`config.mk`:
```
export PLATFORM = sky130hd
export DESIGN_NAME = spi_master_ctrl
export DESIGN_NICKNAME = d
export VERILOG_FILES = /design/src/rtl/spi_master_ctrl.sv
export SDC_FILE = /design/constraint.sdc
export NUM_CORES = 1
export LEC_CHECK = 0
export ABC_AREA = 1
export CORE_AREA = 2 2 39 41
export CTS_BUF_LIST = sky130_fd_sc_hd__clkbuf_8
export DETAILED_ROUTE_END_ITERATION = 16
export DIE_AREA = 0 0 41 43
export PLACE_DENSITY = 0.79
export REMOVE_ABC_BUFFERS = 1
export SYNTH_ARGS = -nofsm -noshare
export SYNTH_HDL_FRONTEND = slang
export SYNTH_SLANG_ARGS = --single-unit
```
`constraint.sdc`:
```
create_clock -name clk -period 1.35 [get_ports clk]
set_input_delay 0.2025 -clock clk [delete_from_list [all_inputs] [get_ports clk]]
set_output_delay 0.2025 -clock clk [all_outputs]
set_load 0.005 [all_outputs]
```
`src/rtl/spi_master_ctrl.sv`:
```
// SPI mode-0, MSB-first master sequencer driving an external shift register.
// Generates SCK/CS_n plus the load and shift strobes; feeds sampled MISO back to the register LSB.
module spi_master_ctrl #(
    parameter int WIDTH   = 8,
    parameter int CLK_DIV = 4
) (
    input  logic clk,
    input  logic rst,
    input  logic start,
    output logic busy,
    output logic done,
    output logic sr_data_enable,
    output logic sr_shift_enable,
    output logic sr_shift_in,
    input  logic sr_shift_out,
    output logic spi_sck,
    output logic spi_cs_n,
    output logic spi_mosi,
    input  logic spi_miso
);

    localparam int DIV_W = (CLK_DIV > 2) ? $clog2(CLK_DIV) : 1;
    localparam int BIT_W = (WIDTH > 1) ? $clog2(WIDTH) : 1;

    typedef enum logic [2:0] {
        ST_IDLE  = 3'd0,
        ST_SETUP = 3'd1,
        ST_HIGH  = 3'd2,
        ST_LOW   = 3'd3,
        ST_DONE  = 3'd4
    } state_t;

    state_t             state_r;
    state_t             state_nxt_s;
    logic [DIV_W-1:0]   div_cnt_r;
    logic [DIV_W-1:0]   div_cnt_nxt_s;
    logic [BIT_W-1:0]   bit_cnt_r;
    logic [BIT_W-1:0]   bit_cnt_nxt_s;
    logic               miso_q_r;
    logic               spi_sck_r;
    logic               spi_cs_n_r;
    logic               done_r;
    logic               data_en_s;
    logic               shift_en_s;
    logic               div_last_s;

    // Chip select is asserted for the whole bit window, from setup through the final low phase.
    function automatic logic cs_active(input state_t st);
        return (st == ST_SETUP) || (st == ST_HIGH) || (st == ST_LOW);
    endfunction

    assign div_last_s = (div_cnt_r == DIV_W'(CLK_DIV - 1));

    // Next-state, counter and strobe decode.
    always_comb begin
        state_nxt_s   = state_r;
        div_cnt_nxt_s = div_cnt_r;
        bit_cnt_nxt_s = bit_cnt_r;
        data_en_s     = 1'b0;
        shift_en_s    = 1'b0;
        case (state_r)
            ST_IDLE: begin
                div_cnt_nxt_s = {DIV_W{1'b0}};
                bit_cnt_nxt_s = {BIT_W{1'b0}};
                if (start) begin
                    data_en_s   = 1'b1;
                    state_nxt_s = ST_SETUP;
                end else begin
                    state_nxt_s = ST_IDLE;
                end
            end
            ST_SETUP: begin
                if (div_last_s) begin
                    div_cnt_nxt_s = {DIV_W{1'b0}};
                    state_nxt_s   = ST_HIGH;
                end else begin
                    div_cnt_nxt_s = div_cnt_r + DIV_W'(1);
                end
            end
            ST_HIGH: begin
                // Shift on the same edge that drops SCK so MOSI moves after the falling edge.
                if (div_last_s) begin
                    shift_en_s    = 1'b1;
                    div_cnt_nxt_s = {DIV_W{1'b0}};
                    state_nxt_s   = ST_LOW;
                end else begin
                    div_cnt_nxt_s = div_cnt_r + DIV_W'(1);
                end
            end
            ST_LOW: begin
                if (div_last_s) begin
                    div_cnt_nxt_s = {DIV_W{1'b0}};
                    if (bit_cnt_r < BIT_W'(WIDTH - 1)) begin
                        bit_cnt_nxt_s = bit_cnt_r + BIT_W'(1);
                        state_nxt_s   = ST_HIGH;
                    end else begin
                        bit_cnt_nxt_s = {BIT_W{1'b0}};
                        state_nxt_s   = ST_DONE;
                    end
                end else begin
                    div_cnt_nxt_s = div_cnt_r + DIV_W'(1);
                end
            end
            ST_DONE: begin
                div_cnt_nxt_s = {DIV_W{1'b0}};
                bit_cnt_nxt_s = {BIT_W{1'b0}};
                state_nxt_s   = ST_IDLE;
            end
            default: begin
                div_cnt_nxt_s = {DIV_W{1'b0}};
                bit_cnt_nxt_s = {BIT_W{1'b0}};
                state_nxt_s   = ST_IDLE;
            end
        endcase
    end

    // State, counters, MISO sample and registered pin outputs.
    always_ff @(posedge clk) begin
        if (rst) begin
            state_r    <= ST_IDLE;
            div_cnt_r  <= {DIV_W{1'b0}};
            bit_cnt_r  <= {BIT_W{1'b0}};
            miso_q_r   <= 1'b0;
            spi_sck_r  <= 1'b0;
            spi_cs_n_r <= 1'b1;
            done_r     <= 1'b0;
        end else begin
            state_r    <= state_nxt_s;
            div_cnt_r  <= div_cnt_nxt_s;
            bit_cnt_r  <= bit_cnt_nxt_s;
            spi_sck_r  <= (state_nxt_s == ST_HIGH);
            spi_cs_n_r <= !cs_active(state_nxt_s);
            done_r     <= (state_nxt_s == ST_DONE);
            if ((state_r == ST_HIGH) && (div_cnt_r == {DIV_W{1'b0}})) begin
                miso_q_r <= spi_miso;
            end else begin
                miso_q_r <= miso_q_r;
            end
        end
    end

    assign busy            = (state_r != ST_IDLE);
    assign done            = done_r;
    assign sr_data_enable  = data_en_s;
    assign sr_shift_enable = shift_en_s;
    assign sr_shift_in     = miso_q_r;
    assign spi_sck         = spi_sck_r;
    assign spi_cs_n        = spi_cs_n_r;
    assign spi_mosi        = spi_cs_n_r ? 1'b0 : sr_shift_out;

endmodule

```
==> results of run 1 <==
[repair_timing]
item | 4_1_cts | 5_1_grt
endpoints found under the setup margin | 4 | 4
buffers inserted | 1 | 0
hold endpoints to repair | 0 | 0
pin swaps | 3 | 1
resized for setup | 12 | 7
[sequential cells by signal, summed over array words and instances, names as in the netlist]
name         count
spi_sck          1
sr_shift_in      1
state_r          3
div_cnt_r        2
done             1
spi_cs_n         1
bit_cnt_r        3
[cells by family (layout without fill, tap and decap cells)]
| group | count (synthesis) | after routing | share of synthesized area |
|---|---|---|---|
| flip-flops | 12 | 12 | 0.3902 |
| AO/OA/AOI/OAI | 4 | 4 | 0.03251 |
| adder cells (fa/ha/maj) | 4 | 4 | 0.08130 |
| buffers and inverters | 19 | 44 | 0.1158 |
| AND/OR/NAND/NOR | 51 | 51 | 0.3801 |
[final cells by class]
class                      instances  share of cell area
multi-input combinational         59              0.3556
sequential                        12              0.2736
timing repair buffer              22              0.2125
inverter                          18             0.07500
clock buffer                       4             0.06111
tap                               16             0.02222
[through the flow]
stage	setup TNS, ns	instance area [um2]	instances	hold WS [ns]
final	0	900.9	131	0.4523
after global routing	-0.005960	900.9	131	0.4902
after CTS	0	894.6	131	0.4555
after detailed placement	-0.2858	819.5	126	0.4482
after global placement	-0.2567	819.5	126	0.4460
after floorplan	0	611.8	89	0.2694
[worst min-delay path, stage by stage, from the launching register on]
cell	delay, ns
dfxtp_1	0.30
nand2_1	0.06
a21oi_1	0.05
[cells in the mapped netlist]
master and number:
o21ai_1 1, nand3_1 8, nor3_2 1, nand2_2 1, o21ai_0 1, ha_1 4, nor2_1 9, nor3_1 1
buf_1 1, inv_2 1, or2_4 1, nand4_1 1, nand2_1 23, nor4_1 2, a21oi_1 2, inv_1 17
dfxtp_1 12, nor2_2 4
[where the power goes]
group          switching (uW)  internal (uW)  leakage, uW
Combinational            53.3           62.7     0.000330
Clock                     123            257    0.0000288
Sequential               7.32            365    0.0000997
[per-layer routing]
| metal | wire [um] | track usage | up-vias | part of all wire |
|---|---|---|---|---|
| li1 | - | - | 324 | - |
| met1 | 551 | 0.2138 | 267 | 0.44 |
| met2 | 654 | 0.2688 | 13 | 0.52 |
| met3 | 43 | 0.03141 | 2 | 0.034 |
| met4 | 9 | 0.1000 | 0 | 0.0071 |
| met5 | 0 | 0 | - | 0 |
[placed cells by master (no fill, tap or decap), drive strengths merged, types with 4 or more instances in the layout]
cell / count
ha: 4
inv: 18
buf: 10
nor2: 13
nand2: 24
clkbuf: 5
dfxtp: 12
clkdlybuf4s50: 8
nand3: 8
[final timing paths]
check / to / slack [ns] / cells after the start
setup reg to reg: spi_cs_n / 0.09 / 8
hold reg to reg: sr_shift_in / 0.45 / 2
hold / removal: sr_shift_in / 0.45 / 2
setup / recovery: spi_cs_n / 0.08 / 1
==> summary.txt, run 1 <==
Worst setup path
  – WP data arrival: 1.07 ns
  – CP Class: flip-flop to primary output
  – Crit path from: spi_cs_n
  – CP max stage cell: clkdlybuf4s50_1
  – Critical path's top delay family: buffers and inverters
  – CP bufs+invs: 1
  – Required @ worst endpoint: 1.15 ns
  – Crit Path Max Fanout: 2
  – Critical path launch point type: flip-flop
  – Cell Chain, Critical Path: clkdlybuf4s50_1
  – FF-to-FF Start: state_r[0]
  – Worst path max stage delay: 0.50 ns
  – Crit. End Element: primary output

Timing
  – # setup viols final: 0
  – Final min period: 1.273 ns
  – Slew Limit Fails: 0
  – Final hold vios: 0
  – RSZ-0062 raised after global routing: yes
  – Max Freq: 0.7856 GHz
  – Final worst path period share: 0.9429
  – Max_slew headroom: 0.8281
  – Skew final: 0.0009946 ns
  – Slew at the pin closest to its max-slew limit: 0.2568 ns
  – Fin worst setup slack: 0.07705 ns

Global routing
  – Initial antenna violation count: 0
  – Largest net degree at the start of global routing: 8
  – Number of global-route vias before repair: 540
  – GRT overflow: 0
  – First-pass GRT wire length: 2.049 mm
  – Gr usage total: 0.1739

Clocking
  – CTS Buf Count: 3
  – Skew-Pair Late Insertion Delay: 0.23 ns
  – Worst-path clk slew: 0.05 ns
  – CTS sink count: 12
  – Root buffer cell: clkbuf_8
  – Clock Tree Buf Depth: 2
  – Hold_buf cts: 0
  – CTS H-Tree Depth: 1
  – CTS tree: done

Place
  – Final GP Congestion: 0.8757
  – Post-DP HPWL: 971.8 um
  – Pre-CTS WS: -0.1400 ns
  – Port buffer count: 12

Synth
  – Mapped Cells: 90
  – Cell Area, Synth: 615.6 um2
  – Register bit total from synthesis: 12
  – Synth top area share: 0.3902
  – Sequential area share after synthesis: 0.3902
  – Unique cell type count in the Yosys netlist: 18
  – Syn_area_per_cell: 6.840 um2
  – Yosys warnings: 0
  – Cell taking the most area after synthesis: dfxtp_1
  – Synth area leaders: dfxtp_1 39%, nand2_1 14%, inv_1 10%

Finish
  – Sequential Area: 246.5 um2
  – Number of diodes: 0
  – Fin nets: 125
  – Area taken by multi-input logic gates: 320.3 um2
  – Layout area overhead: 46.34%
  – Fin util: 0.6510
  – # fillers: 120
  – Fraction of layout cells with a size suffix above 1: 0.2783

Pwr
  – Overall power: 868.1 uW
  – P per Cell Area: 963.6 nW/um2
  – Max VDD drop: 0.0006579 V
  – Leak: 0.0004580 uW

Status
  – Status: complete, no violations

Route
  – Vias: 606
  – Drt first pass iters: 4
  – Initial DRC count: 10
  – Total wire length: 1.259 mm
  – Remaining antenna violation count after routing: 0
  – Drt via density: 4.626
  – Remaining routing DRC violations: 0
  – WL per Instance: 9.611 um

Floorplanning
  – Cell row count: 14
  – Core area: 1384 um2
  – Die Ht: 43 um
  – I/O Pins: 13
  – Die X-Extent: 41 um
  – Initial core utilization: 0.4448
  – Die area: 1763 um2

Hold path
  – Hold_sp: sr_shift_in
  – Worst hold-check path type: flip-flop to flip-flop

Job
  – Maxcap violations: 0
Note: power is estimated with default switching activity, not from simulation.
==> run 2, diff against run 1 <==
Settings changed: CTS_CLUSTER_SIZE from default to 28.
Clock period 1.35 ns to 1.6 ns, I/O delays scaled along.
==> run 2 against run 1 <==
Effect of this change: power shrank 24%; design area shrank 4.6%; clock skew grew 0.0014 ns; critical path depth grew 3; utilization shrank 3.0 points.
==> summary.txt, run 2 (synthesized netlist as in run 1, its figures left out) <==
Status
  – Status: complete, no violations

Route
  – Drt first pass iters: 4
  – Routed length on met1: 548 um
  – Remaining routing DRC violations: 0
  – Initial DRC count: 8
  – Remaining antenna violation count after routing: 0
  – WL per Instance: 9.960 um
  – Vias: 594
  – Total wire length: 1.245 mm
  – Drt via density: 4.752
  – Met2 Routed Length: 635 um
  – Metal3 WL: 43 um
  – Highest metal used: met4

Timing
  – Max_slew headroom: 0.7789
  – TNS Setup: 0 ns
  – Slew at the pin closest to its max-slew limit: 0.3306 ns
  – Max Freq: 0.6454 GHz
  – RSZ-0062 raised after global routing: no
  – Final hold vios: 0
  – Final worst path period share: 0.9684
  – Skew final: 0.002384 ns
  – Slew Limit Fails: 0
  – # setup viols final: 0
  – Final min period: 1.549 ns

Finish
  – # fillers: 123
  – Layout area overhead: 39.63%
  – Biggest regs: bit_cnt_r x3, state_r x3, div_cnt_r x2
  – Area taken by multi-input logic gates: 321.6 um2
  – Sequential Area: 247.7 um2
  – Most common cell after layout, fill and taps aside: nand2_1
  – Most frequent cells in the layout: 23 x nand2_1, 16 x inv_1, 9 x nor2_1, 9 x clkdlybuf4s50_1
  – Non-Filler Instances: 125
  – Fraction of layout cells with a size suffix above 1: 0.2018
  – Fin nets: 120
  – Number of diodes: 0

Global routing
  – Gr usage total: 0.1886
  – GRT overflow: 0
  – Number of global-route vias before repair: 558
  – Initial antenna violation count: 0
  – First-pass GRT wire length: 2.159 mm
  – Largest net degree at the start of global routing: 9

Floorplanning
  – I/O Pins: 13
  – Die X-Extent: 41 um
  – Die Ht: 43 um
  – Initial core utilization: 0.4448
  – Cell row count: 14
  – Core area: 1384 um2
  – Die area: 1763 um2

Clocking
  – Hold_buf cts: 0
  – CTS H-Tree Depth: 1
  – CTS sink count: 12
  – Worst-path clk slew: 0.05 ns
  – CTS Buf Count: 3
  – Root buffer cell: clkbuf_8
  – CTS tree: done
  – Clock Tree Buf Depth: 2
  – Skew-Pair Late Insertion Delay: 0.23 ns

Job
  – Maxcap violations: 0

Pwr
  – Leak: 0.0004430 uW
  – Overall power: 658.4 uW
  – Max VDD drop: 0.0006342 V
  – P per Cell Area: 766.0 nW/um2

Worst setup path
  – WP data arrival: 1.31 ns
  – R2R setup slack: 0.27 ns
  – Crit Path Max Fanout: 1
  – CP Class: input pin to primary output
  – Critical path launch point type: input pin
  – Required @ worst endpoint: 1.36 ns
  – Crit. End Element: primary output

Place
  – Port buffer count: 12
  – Final GP Congestion: 0.8808
  – Inst Count DP: 118
  – Post-DP HPWL: 911.6 um

Hold path
  – Worst hold-check path type: flip-flop to flip-flop
run 2: cell count changes in the layout (fill, tap and decap cells not counted), sizes merged:
cell,delta
dlymetal6s2s,+2
clkdlybuf4s50,+1
clkdlybuf4s15,-1
dlygate4sd2,-1
buf,-5
clkbuf,-2
run 2: area by class of cell:
class                   instances  area share
clock buffers                   3     0.04803
inverters                      18     0.07860
multi-input cells              59      0.3741
flip-flops and latches         12      0.2882
well taps                      16     0.02329
repair buffers                 17      0.1878
run 2: stage by stage:
step	instance area [um2]	worst slack, ns	hold slack [ns]	utilization
after global routing	859.6	0.03601	0.4869	0.6212
after floorplan	611.8	0.4537	0.3069	-
after global placement	759.5	0.03269	0.4492	0.5488
after detailed placement	759.5	0.02046	0.4520	0.5488
after CTS	852.1	0.004305	0.4597	0.6157
final	859.6	0.05053	0.4552	0.6212
run 2: worst paths after layout:
check                                   from           end  depth (start not counted)
worst max-delay path            sr_shift_out      spi_mosi                          4
worst min-delay path             sr_shift_in   sr_shift_in                          2
worst max register to register  div_cnt_r[0]  bit_cnt_r[0]                          7
worst min register to register   sr_shift_in   sr_shift_in                          2
run 2: worst max-delay path: stages:
cell,delay (ns)
clkdlybuf4s50_1,0.45
inv_1,0.04
nor2_1,0.07
clkdlybuf4s50_1,0.51
run 2: per-layer routing:
layer	GRT usage	up-vias
met4	0.1600	0
met3	0.03141	2
met1	0.2226	263
met5	0	-
li1	-	317
met2	0.2781	12
run 2: power by group:
part / switching (uW) / internal (uW)
registers: 7.62 / 307
logic: 40.8 / 42.8
clock network: 96.1 / 165
run 2: repair_timing:
action / CTS / global route
buffers inserted: 4 / 0
pin swaps: 1 / 0
resized for setup: 8 / 4
setup endpoints to repair: 2 / 2
==> run 3, diff against run 2 <==
Settings changed: CORE_AREA 2 2 39 41 to 4 4 41 43, CTS_CLUSTER_DIAMETER from default to 40, DIE_AREA 0 0 41 43 to 0 0 45 47.
==> run 3 against run 2 <==
Effect of this change: register-to-register slack better by 0.02 ns; via count grew 2.0%; utilization increased by 3.4 points; flip-flop and latch count is the same; critical path type unchanged; highest routed layer unchanged; design area is 0.87% lower; non-clock buffer count shrank 1; clock skew rose by 0.0010 ns; clock-buffer cell count is 1 higher; critical endpoint unchanged; worst hold slack gained 0.0071 ns; sequential share of layout area up 0.11 points; global-route usage fell by 4.0 points.
==> summary.txt, run 3 (synthesized netlist as in run 1, its figures left out) <==
Status
  – Status: complete, no violations

Route
  – Drt first pass iters: 4
  – WL per Instance: 9.968 um
  – Remaining routing DRC violations: 0
  – Initial DRC count: 8
  – Total wire length: 1.236 mm
  – Remaining antenna violation count after routing: 0
  – Vias: 606
  – Drt via density: 4.887

Floorplanning
  – Core area: 1301 um2
  – Die Ht: 47 um
  – I/O Pins: 13
  – Initial core utilization: 0.4731
  – Die X-Extent: 45 um
  – Die area: 2115 um2
  – Cell row count: 13

Worst setup path
  – CP Class: input pin to primary output
  – Critical path launch point type: input pin
  – Crit. End Element: primary output
  – WP data arrival: 1.30 ns
  – Required @ worst endpoint: 1.36 ns
  – Crit Path Max Fanout: 1

Global routing
  – GRT overflow: 0
  – Largest net degree at the start of global routing: 9
  – Gr usage total: 0.1484
  – Initial antenna violation count: 0
  – First-pass GRT wire length: 2.145 mm
  – Number of global-route vias before repair: 520

Pwr
  – Gate power share: 0.113
  – Sw frac: 0.2143
  – Overall power: 716.8 uW
  – Part of the power in registers: 0.436
  – Max VDD drop: 0.0005766 V
  – P per Cell Area: 841.2 nW/um2
  – Psw: 153.6 uW
  – Cell Int Power: 563.2 uW
  – Clk pwr share: 0.451
  – Leak: 0.0004244 uW

Timing
  – Max_slew headroom: 0.8013
  – Max Freq: 0.6503 GHz
  – # setup viols final: 0
  – Skew final: 0.003410 ns
  – Final worst path period share: 0.9611
  – Final min period: 1.538 ns
  – Slew at the pin closest to its max-slew limit: 0.2972 ns
  – Slew Limit Fails: 0
  – TNS Setup: 0 ns
  – RSZ-0062 raised after global routing: no
  – Final hold vios: 0

Clocking
  – Clock Tree Buf Depth: 2
  – CTS sink count: 12
  – Skew-Pair Late Insertion Delay: 0.24 ns
  – CTS H-Tree Depth: 1
  – Root buffer cell: clkbuf_8
  – CTS tree: done
  – Worst-path clk slew: 0.05 ns
  – CTS Buf Count: 3

Finish
  – Most frequent cells in the layout: 23 x nand2_1, 17 x inv_1, 10 x clkdlybuf4s50_1
  – Biggest regs: bit_cnt_r x3, state_r x3, div_cnt_r x2
  – Layout area overhead: 38.41%
  – Design area: 852.1 um2
  – Number of diodes: 0
  – Fin nets: 119
  – Most common cell after layout, fill and taps aside: nand2_1
  – Fraction of layout cells with a size suffix above 1: 0.1927

Place
  – Port buffer count: 12
  – Area after DPL: 758.2 um2
  – Post-DP HPWL: 952.4 um
  – Final GP Congestion: 0.8198

Hold path
  – Worst hold-check path type: flip-flop to flip-flop

Job
  – Maxcap violations: 0
[run 3: cell count changes in the layout (fill, tap and decap cells not counted), sizes merged]
cell | before | now
dlymetal6s2s | 2 | 0
buf | 5 | 4
clkbuf | 3 | 4
clkdlybuf4s50 | 9 | 10
dlygate4sd2 | 1 | 2
[run 3: what timing repair did]
item / CTS / global route
endpoints found under the hold margin: 0 / 0
hold buffers: 0 / 0
setup endpoints to repair: 2 / 0
gates resized for setup: 9 / 0
buffers inserted: 3 / 0
[run 3: layer usage]
layer  track usage  routed length, um  vias to the layer above
li1              -                  -                      313
met1        0.1682                541                      267
met2        0.2373                587                       21
met3       0.03448                 65                        5
met4        0.1228                 42                        0
met5             0                  0                        -
[run 3: cell type report]
type                            instances  area [um2]
Clock buffer                            4       55.05
Fill cell                             124       449.2
Sequential cell                        12       246.5
Timing Repair Buffer                   16       147.6
Tap cell                               15       18.77
Inverter                               18       67.56
Multi-Input combinational cell         59       316.6
[run 3: power by group through the flow]
stage / clock, uW / sequential [uW] / combinational [uW]
after detailed placement: 0 / 320 / 75.1
after global routing: 340 / 314 / 91.8
after floorplan: 0 / 319 / 39.4
after CTS: 329 / 313 / 81.6
final: 323 / 313 / 80.8
after global placement: 0 / 320 / 72.9
[run 3: metrics by stage]
step | std cells | setup WS [ns] | util | hold slack (ns)
floorplan | 89 | 0.4537 | - | 0.3069
global placement | 117 | 0.03034 | 0.5827 | 0.4550
detailed placement | 117 | 0.01424 | 0.5827 | 0.4550
CTS | 124 | 0.05251 | 0.6548 | 0.4651
global route | 124 | 0.003492 | 0.6548 | 0.5002
finish | 124 | 0.06221 | 0.6548 | 0.4623
[run 3: path summary, 6_finish.rpt]
path | startpoint | endpoint | slack (ns) | cells past startpoint
worst max-delay path | sr_shift_out | spi_mosi | 0.06 | 4
worst min-delay path | sr_shift_in | sr_shift_in | 0.46 | 2
worst max register to register | div_cnt_r[0] | bit_cnt_r[0] | 0.29 | 7
worst min register to register | sr_shift_in | sr_shift_in | 0.46 | 2
[run 3: worst max-delay path, cell delays in order]
cell             delay, ns
clkdlybuf4s50_1       0.45
inv_1                 0.03
nor2_1                0.07
clkdlybuf4s50_1       0.51
